`config.mk`:
```
export PLATFORM = sky130hd
export DESIGN_NAME = pc_gen_flat
export DESIGN_NICKNAME = d
export VERILOG_FILES = /design/src/rtl/pc_gen_pkg.sv /design/src/rtl/pc_gen_if.sv /design/src/rtl/pc_redir_buf.sv /design/src/rtl/pc_gen.sv /design/src/flat_wrapper.sv
export SDC_FILE = /design/constraint.sdc
export NUM_CORES = 1
export LEC_CHECK = 0
export CORE_ASPECT_RATIO = 0.5
export CORE_UTILIZATION = 30
export CTS_BUF_LIST = sky130_fd_sc_hd__clkbuf_8
export CTS_CLUSTER_DIAMETER = 30
export DETAILED_ROUTE_END_ITERATION = 10
export GPL_TIMING_DRIVEN = 0
export PLACE_DENSITY_LB_ADDON = 0.1
export SLEW_MARGIN = 10
export SYNTH_ARGS = -nofsm -noshare
export SYNTH_HDL_FRONTEND = slang
export SYNTH_SLANG_ARGS = --single-unit
export TNS_END_PERCENT = 10
```
`constraint.sdc`:
```
create_clock -name clk -period 2.1 [get_ports clk]
set_input_delay 0.42 -clock clk [delete_from_list [all_inputs] [get_ports clk]]
set_output_delay 0.42 -clock clk [all_outputs]
set_load 0.01 [all_outputs]
```
`src/rtl/pc_gen_pkg.sv`:
```
// Shared constants, FSM encodings and redirect kinds for the IF-stage PC generator.
package pc_gen_pkg;

  localparam logic RST_ENABLE    = 1'b0;
  localparam logic CHIP_ENABLE   = 1'b1;
  localparam logic CHIP_DISABLE  = 1'b0;
  localparam logic STALL_ENABLE  = 1'b1;
  localparam logic STALL_DISABLE = 1'b0;
  localparam logic BRANCH_ENABLE = 1'b1;

  typedef enum logic [1:0] {
    PCG_OFF  = 2'd0,
    PCG_BOOT = 2'd1,
    PCG_RUN  = 2'd2
  } pcg_state_t;

  typedef enum logic {
    REDIR_BRANCH = 1'b0,
    REDIR_FLUSH  = 1'b1
  } redir_kind_t;

endpackage

```
`src/rtl/pc_gen_if.sv`:
```
// Control/redirect inputs and fetch outputs of the PC generator, bundled as one port.
interface pc_gen_if #(
  parameter int unsigned ADDR_W  = 32,
  parameter int unsigned STALL_W = 6
);

  logic [STALL_W-1:0] ctrl_stall;
  logic               flush;
  logic [ADDR_W-1:0]  flush_addr;
  logic               be;
  logic [ADDR_W-1:0]  baddr;
  logic               imem_ready;
  logic [ADDR_W-1:0]  pc;
  logic               ce;
  logic               redir_pend;
  logic               misalign;

  // master: the PC generator itself
  modport master (
    input  ctrl_stall, flush, flush_addr, be, baddr, imem_ready,
    output pc, ce, redir_pend, misalign
  );

  // slave: the pipeline/memory side feeding it
  modport slave (
    output ctrl_stall, flush, flush_addr, be, baddr, imem_ready,
    input  pc, ce, redir_pend, misalign
  );

endinterface

```
`src/rtl/pc_redir_buf.sv`:
```
// Holds one redirect that arrived while fetch could not advance; flushes outrank branches.
module pc_redir_buf
  import pc_gen_pkg::*;
#(
  parameter int unsigned ADDR_W = 32
) (
  input  logic              clk,
  input  logic              rst,
  input  logic              ce,
  input  logic              adv,
  input  logic              flush,
  input  logic [ADDR_W-1:0] flush_addr,
  input  logic              be,
  input  logic [ADDR_W-1:0] baddr,
  output logic              pend,
  output logic [ADDR_W-1:0] tgt
);

  redir_kind_t kind;

  // An advancing edge always consumes (or finds empty) the buffer; live redirects are muxed in the top.
  always_ff @(posedge clk) begin
    if (rst == RST_ENABLE) begin
      pend <= 1'b0;
      kind <= REDIR_BRANCH;
      tgt  <= '0;
    end else if (adv) begin
      pend <= 1'b0;
    end else if (ce == CHIP_ENABLE) begin
      if (flush) begin
        pend <= 1'b1;
        kind <= REDIR_FLUSH;
        tgt  <= flush_addr;
      end else if ((be == BRANCH_ENABLE) && !(pend && (kind == REDIR_FLUSH))) begin
        pend <= 1'b1;
        kind <= REDIR_BRANCH;
        tgt  <= baddr;
      end
    end
  end

endmodule

```
`src/rtl/pc_gen.sv`:
```
// IF-stage program counter: boot FSM, next-PC priority mux and fetch-enable generation.
module pc_gen
  import pc_gen_pkg::*;
#(
  parameter int unsigned       ADDR_W    = 32,
  parameter int unsigned       STEP      = 4,
  parameter logic [ADDR_W-1:0] RESET_VEC = '0,
  parameter int unsigned       STALL_W   = 6
) (
  input logic       clk,
  input logic       rst,
  pc_gen_if.master  bus
);

  localparam logic [ADDR_W-1:0] STEP_INC  = ADDR_W'(STEP);
  localparam logic [ADDR_W-1:0] STEP_MASK = ADDR_W'(STEP - 1);

  pcg_state_t         state, state_d;
  logic [ADDR_W-1:0]  pc_q, pc_d, nxt_pc, pend_tgt;
  logic               ce_q, ce_d, mis_q, mis_d;
  logic               pend, adv, take;
  logic [STALL_W-1:0] stall_vec;
  logic               unused_stall_hi;

  // Only the IF stall bit matters here; the rest of the vector belongs to later stages.
  assign stall_vec       = bus.ctrl_stall;
  assign unused_stall_hi = ^stall_vec;
  assign adv = (ce_q == CHIP_ENABLE) && (stall_vec[0] == STALL_DISABLE) && bus.imem_ready;

  pc_redir_buf #(.ADDR_W(ADDR_W)) u_redir_buf (
    .clk        (clk),
    .rst        (rst),
    .ce         (ce_q),
    .adv        (adv),
    .flush      (bus.flush),
    .flush_addr (bus.flush_addr),
    .be         (bus.be),
    .baddr      (bus.baddr),
    .pend       (pend),
    .tgt        (pend_tgt)
  );

  always_ff @(posedge clk) begin
    if (rst == RST_ENABLE) begin
      state <= PCG_OFF;
      pc_q  <= RESET_VEC;
      ce_q  <= CHIP_DISABLE;
      mis_q <= 1'b0;
    end else begin
      state <= state_d;
      pc_q  <= pc_d;
      ce_q  <= ce_d;
      mis_q <= mis_d;
    end
  end

  // A live be is intentionally lost when a buffered redirect is consumed: it came from a squashed path.
  always_comb begin
    state_d = state;
    pc_d    = pc_q;
    ce_d    = ce_q;
    mis_d   = mis_q;
    nxt_pc  = pc_q + STEP_INC;
    take    = 1'b0;

    if (bus.flush) begin
      nxt_pc = bus.flush_addr;
      take   = 1'b1;
    end else if (pend) begin
      nxt_pc = pend_tgt;
      take   = 1'b1;
    end else if (bus.be == BRANCH_ENABLE) begin
      nxt_pc = bus.baddr;
      take   = 1'b1;
    end

    case (state)
      PCG_OFF: begin
        state_d = PCG_BOOT;
        ce_d    = CHIP_ENABLE;
        pc_d    = RESET_VEC;
        mis_d   = 1'b0;
      end
      PCG_BOOT, PCG_RUN: begin
        ce_d = CHIP_ENABLE;
        if (adv) begin
          state_d = PCG_RUN;
          pc_d    = nxt_pc;
          if (take) mis_d = |(nxt_pc & STEP_MASK);
        end
      end
      default: begin
        state_d = PCG_OFF;
        ce_d    = CHIP_DISABLE;
        pc_d    = RESET_VEC;
      end
    endcase
  end

  assign bus.pc         = pc_q;
  assign bus.ce         = ce_q;
  assign bus.redir_pend = pend;
  assign bus.misalign   = mis_q;

endmodule

```
`src/flat_wrapper.sv`:
```
// flat-port wrapper written by rule: the top's interface ports become plain ports
module pc_gen_flat import pc_gen_pkg::*;
#(
  parameter int unsigned       ADDR_W    = 32,
  parameter int unsigned       STEP      = 4,
  parameter logic [ADDR_W-1:0] RESET_VEC = '0,
  parameter int unsigned       STALL_W   = 6
)
  (clk, rst, bus_ctrl_stall, bus_flush, bus_flush_addr, bus_be, bus_baddr, bus_imem_ready, bus_pc, bus_ce, bus_redir_pend, bus_misalign);
  pc_gen_if #(.ADDR_W(ADDR_W), .STALL_W(STALL_W)) bus_i ();
  input logic clk;
  input logic rst;
  input wire logic [$bits(bus_i.ctrl_stall)-1:0] bus_ctrl_stall;
  input wire logic [$bits(bus_i.flush)-1:0] bus_flush;
  input wire logic [$bits(bus_i.flush_addr)-1:0] bus_flush_addr;
  input wire logic [$bits(bus_i.be)-1:0] bus_be;
  input wire logic [$bits(bus_i.baddr)-1:0] bus_baddr;
  input wire logic [$bits(bus_i.imem_ready)-1:0] bus_imem_ready;
  output wire logic [$bits(bus_i.pc)-1:0] bus_pc;
  output wire logic [$bits(bus_i.ce)-1:0] bus_ce;
  output wire logic [$bits(bus_i.redir_pend)-1:0] bus_redir_pend;
  output wire logic [$bits(bus_i.misalign)-1:0] bus_misalign;
  assign bus_i.ctrl_stall = bus_ctrl_stall;
  assign bus_i.flush = bus_flush;
  assign bus_i.flush_addr = bus_flush_addr;
  assign bus_i.be = bus_be;
  assign bus_i.baddr = bus_baddr;
  assign bus_i.imem_ready = bus_imem_ready;
  assign bus_pc = bus_i.pc;
  assign bus_ce = bus_i.ce;
  assign bus_redir_pend = bus_i.redir_pend;
  assign bus_misalign = bus_i.misalign;
  pc_gen #(.ADDR_W(ADDR_W), .STEP(STEP), .RESET_VEC(RESET_VEC), .STALL_W(STALL_W)) u_core (.clk(clk), .rst(rst), .bus(bus_i));
endmodule
```
[After elaboration in Yosys (flattened, before gate mapping)]
Cells that the tools add are included.
Word-level totals
  bits in registers: 70
  bits in latches: 0
  bits in writable memories: 0
  memory bits (read-only): 0
  bits of input ports: 75
  output and inout port bits: 35
  word-level logic and storage cells: 49
  memories kept: 0
Cells by class
  add/subtract/negate cells: 1
  $mul: 0
  divide/modulo/power cells: 0
  order comparisons: 0
  eq/ne operators: 4
  shift-type cells: 0
  muxes and demuxes: 18
  bitwise gates (word level): 3
  reductions and logical operators: 16
Operators by type and width (number)
  2-to-1 mux 32 bit: 5
  adder 32 x 3 -> 32 bit, second input constant: 1
  2-to-1 mux 1 bit: 10
  AND reduction 3 bit: 2
  OR reduction 2 bit: 3
  logical AND 1 bit: 4
  != test 2 x 1 -> 1 bit, second input constant: 2
  case mux 2 bit (2 select lines): 1
  AND reduction 2 bit: 2
  nonzero test 2 bit: 2
  NOT 1 bit: 3
  OR reduction 3 bit: 1
  == test 2 x 1 -> 1 bit, second input constant: 1
  == test 2 bit, second input constant: 1
  zero test 2 bit: 1
  2-to-1 mux 2 bit: 1
  case mux 1 bit (2 select lines): 1
  zero test 1 bit: 1

[Depth between registers and ports, before layout]
  word-level depth: 8
  gate-level depth with buffers: 8
  depth with buffers taken out: 6

[Modules after synthesis]
From an unflattened synthesis, not the netlist that was laid out.
Second synthesis, totals
  cell total of the unflattened synthesis: 549
  area total of the unflattened synthesis: 4749.6 um^2
Modules (own cells, without submodules)
  pc_gen: times used 1, cells each 384, area each 2816.5 um^2, seq. area each 720.7 um^2
  pc_redir_buf: times used 1, cells each 165, area each 1933.1 um^2, seq. area each 680.7 um^2

[Worst setup path after synthesis]
OpenSTA, ideal clock, no wires.
  kind: register -> register
  start: register u_core.pc_q[2], in the netlist u_core.bus.pc[2]
  end: register u_core.pc_q[30], in the netlist u_core.bus.pc[30]
  arrival time: 1.759 ns
  required time: 2.021 ns
  slack: 0.262 ns
  stages on the path, launching flop included: 7
  buffers on the path: 0
  period minus slack after synthesis: 1.838 ns
  cell sequence: dfxtp_1 -> ha_1 -> nand3_4 -> nor4_4 -> nand4_1 -> xor2_1 -> a211oi_2
On the way
  longest elaborated chain between the ends: 4
Ends and longest elaborated chain
  start: declaration: line pc_gen.sv:19  | logic [ADDR_W-1:0] pc_q, pc_d, nxt_pc, pend_tgt;
  start signal: assignment: line pc_gen.sv:51  | pc_q <= pc_d;
  adder 32 x 3 -> 32 bit: line pc_gen.sv:63  | nxt_pc = pc_q + STEP_INC;
  2-to-1 mux 32 bit: line pc_gen.sv:72  | end else if (bus.be == BRANCH_ENABLE) begin
  2-to-1 mux 32 bit: line pc_gen.sv:69  | end else if (pend) begin
  2-to-1 mux 32 bit: line pc_gen.sv:66  | if (bus.flush) begin
Every way passes these cells.
A chain may end at the register's enable or synchronous reset.

[Final worst setup path]
  start: input port bus_flush
  end: register u_core.pc_q[4], in the netlist u_core.bus.pc[4]
On the way
  longest elaborated chain between the ends: 1
Ends and longest elaborated chain
  start: declaration: line flat_wrapper.sv:14  | input wire logic [$bits(bus_i.flush)-1:0] bus_flush;
  2-to-1 mux 32 bit: line pc_gen.sv:66
Every way passes these cells.

==> PnR_summary.wiki <==
{| class="wikitable"
! Metric !! Value
|-
| Run status || finished, final reports clean
|-
| Most common cell after layout, fill and taps aside || clkdlybuf4s50_1
|-
| CP Data Arrival Time || 2.24 ns
|-
| Final cycle utilization of the critical path || 94.8%
|-
| Largest fanout on the critical path || 10
|-
| Number of buffers added by the clock tree synthesis step || 9
|-
| Layout cells sized above 1 || 9.13%
|-
| R2R Path End || u_core.bus.pc[12]
|-
| Number of enable flip-flop cells after synthesis || 0
|-
| CP max stage cell || clkbuf_1
|-
| Final core occ || 42.2%
|-
| Maximum clock frequency || 502 MHz
|-
| Clock tree from TritonCTS || yes
|-
| Clock slew at reported path FFs || 0.08 ns
|-
| Clk sink count || 70
|-
| Unrepaired setup endpoints after global routing || false
|-
| Worst EP required || 2.34 ns
|-
| Tightest Pin Transition || 0.699 ns
|-
| Aggregate global-route resource usage || 24.5%
|-
| Cells along the critical path || clkdlybuf4s50_1, clkbuf_2, inv_2, clkbuf_1, o211ai_1, o211ai_1, a21oi_1
|-
| Die extent in y || 86.5 um
|-
| FF-to-FF path depth || 6
|-
| Most instantiated flip-flop cell in the synthesis netlist || dfxtp_1
|-
| Placement-stage worst setup slack || -0.610 ns
|-
| Capturing instance or port of the critical path || u_core.bus.pc[4]
|-
| Critical path class || in2reg
|-
| Area added between synthesis and finish || 35.2%
|-
| Via density per instance || 5.63
|-
| Switching fraction of total power || 32.7%
|-
| Launch point of the worst path || bus_flush
|-
| Power density over the cells || 546 nW/um2
|-
| Cell area after synthesis || 4290 um2
|-
| Post-DP HPWL || 12500 um
|-
| Setup-violating endpoint count in the final report || 0
|-
| Internal power || 2.13 mW
|-
| Hold bufs inserted after CTS || 0
|-
| # diodes || 0
|-
| Met2 Routed Length || 7350 um
|-
| Mapped Avg Cell Area || 8.06 um2
|-
| Maximum number of pins on one net before global-route repair || 11
|-
| Number of nets at the end of the flow || 731
|-
| Clock Path Buffers || 2
|-
| Antenna-violating nets left || 0
|-
| Share of total power in the clock network || 30.4%
|-
| CP startpoint kind || input port
|-
| Highest-count cells in the layout ignoring fill and taps || 103 x clkdlybuf4s50_1, 77 x nand2_1, 70 x dfxtp_1
|-
| DRT met1 WL || 8710 um
|-
| Core Area || 13700 um2
|-
| H-tree level count || 3
|-
| Final weighted congestion in routability-driven placement || 0.841
|-
| First-pass GRT wire length || 26800 um
|-
| Net switching power || 1.03 mW
|-
| Type of the worst min-delay path || reg2reg
|-
| Number of register bits inferred by synthesis || 70
|-
| Die width || 171 um
|-
| Sequential share of power || 46.2%
|-
| Cell class contributing the biggest share of worst-path delay || buffers and inverters
|-
| Total power || 3.16 mW
|-
| Synth area leader || dfxtp_1
|-
| Fraction of power consumed by combinational cells || 23.4%
|-
| Cell with the most instances on the worst path || o211ai_1
|-
| Count of TritonRoute iterations in the first routing pass || 5
|-
| Worst slew margin relative to its limit || 53.1%
|-
| Initial antenna violation count || 0
|-
| Number of cells on the critical path || 7
|-
| Grt total ovfl || 0
|-
| Synth top area share || 32.7%
|-
| Clk Latency, worst-skew pair || 0.37 ns
|-
| Full die area || 14800 um2
|-
| Top area cells in the synthesized netlist || dfxtp_1 33%, o211a_1 7.7%, nand2_1 6.7%
|-
| Leakage component of the power || 2.45 nW
|-
| Drt wl/cell || 20.6 um
|-
| Highest routed metal layer || met4
|-
| CTS root buf || clkbuf_8
|-
| Total routed wirelength || 17500 um
|-
| Fraction of registers with async set/reset || 0%
|-
| Max-slew violation total from the final report || 0
|-
| Unique masters post-synth || 45
|-
| Type of destination of the critical path || flip-flop
|-
| Peak ir drop on the vdd network || 211 uV
|-
| Iter 0 DRT Violations || 437
|-
| Number of buffer cells added on primary ports || 103
|-
| Setup clock skew after layout || 0.0125 ns
|-
| Number of hold violations in the final report || 0
|-
| Number of placement rows || 30
|-
| Drt drc || 0
|-
| Delay contributed by the slowest stage of the critical path || 0.53 ns
|-
| Worst setup slack after layout || 0.108 ns
|-
| Buf+Inv Stages, Crit Path || 4
|-
| Post-synthesis cell count || 532
|-
| Post-layout minimum cycle time || 1.99 ns
|-
| Proportion of synthesized chip area in sequential cells || 32.7%
|-
| Boundary pin count || 110
|-
| R2r startpoint || u_core.bus.pc[2]
|-
| Routed wl met3 || 1320 um
|-
| Reg-to-reg setup timing slack || 0.17 ns
|-
| Starting Density || 31.2%
|-
| Number of global-route vias before repair || 4524
|-
| Number of vias after detailed routing || 4780
|-
| Number of warning messages in the yosys log || 0
|-
| Net count after synthesis || 610
|-
| Max-cap viol count || 0
|}
## worst min-delay path, stage by stage, from the launching register on
cell,delay [ns]
dfxtp_1,0.32
nand2_1,0.06
o21ai_1,0.05
## power groups by stage
stage	Combinational, mW	Clock [mW]	Sequential, mW
3_5_place_dp	0.716	0	1.49
4_1_cts	0.723	0.972	1.46
5_1_grt	0.793	1.04	1.47
6_report	0.740	0.960	1.46
3_3_place_gp	0.712	0	1.49
2_1_floorplan	0.364	0	1.48
## registers in the layout, summed over array words and instances (netlist names)
name,cells
u_core.bus.pc,32
u_core.u_redir_buf.tgt,32
u_core.state,2
u_core.bus.ce,1
u_core.bus.misalign,1
u_core.u_redir_buf.kind,1
u_core.u_redir_buf.pend,1
## per-layer routing
layer	vias to the layer above	track usage, %
met5	-	0
met1	2314	36.0
met3	12	5.57
met4	0	5.36
li1	2250	-
met2	204	36.0
## synthesized netlist by cell type (all sizes together), types with 14 or more instances
master and count:
a21oi 43, a221oi 26, buf 18, clkbuf 29, dfxtp 70, mux2i 24
nand2 77, nand3 33, nor2 14, o211a 33, o211ai 30, o21ai 26
o22ai 15, xor2 17
## cell families after synthesis
kind of cell    synth area share (%)
buf+inv                         5.11
xor+xnor                        3.68
simple gates                    20.4
flops                           32.7
compound gates                  31.1
fa+ha+maj                      0.876
mux                             6.13
## per-stage QoR
stage | instance area [um2] | setup TNS, ns | hold WS [ns] | instances
5_1_grt | 5790 | 0 | 0.484 | 849
2_1_floorplan | 4290 | 0 | 0.453 | 532
4_1_cts | 5750 | -0.0352 | 0.467 | 844
3_5_place_dp | 5560 | -34.09 | 0.456 | 827
6_report | 5790 | 0 | 0.462 | 849
3_3_place_gp | 5560 | -34.05 | 0.448 | 827
## final cells by class
| cell class | instances | area [um2] |
|---|---|---|
| Fill cell | 1451 | 7940 |
| Multi-Input combinational cell | 408 | 2680 |
| Sequential cell | 70 | 1400 |
| Timing Repair Buffer | 111 | 1090 |
| Tap cell | 192 | 240 |
| Buffer | 46 | 211 |
| Clock buffer | 9 | 124 |
| Inverter | 7 | 26.3 |
| Clock inverter | 6 | 25.0 |
## timing repair
item,CTS,global route
resized for setup,12,14
buffers inserted,3,5
setup endpoints to repair,66,59
pin swaps,1,1
## worst min path at each step
stage / from / end / slack, ns / cells past startpoint
after floorplan: u_core.state[1] / u_core.state[1] / 0.45 / 2
after global placement: u_core.bus.misalign / u_core.bus.misalign / 0.45 / 2
after detailed placement: u_core.bus.misalign / u_core.bus.misalign / 0.46 / 2
after CTS: u_core.bus.misalign / u_core.bus.misalign / 0.47 / 2
after global routing: u_core.bus.misalign / u_core.bus.misalign / 0.48 / 2
final: u_core.bus.misalign / u_core.bus.misalign / 0.46 / 2
Power figures use the tool's default switching activity.
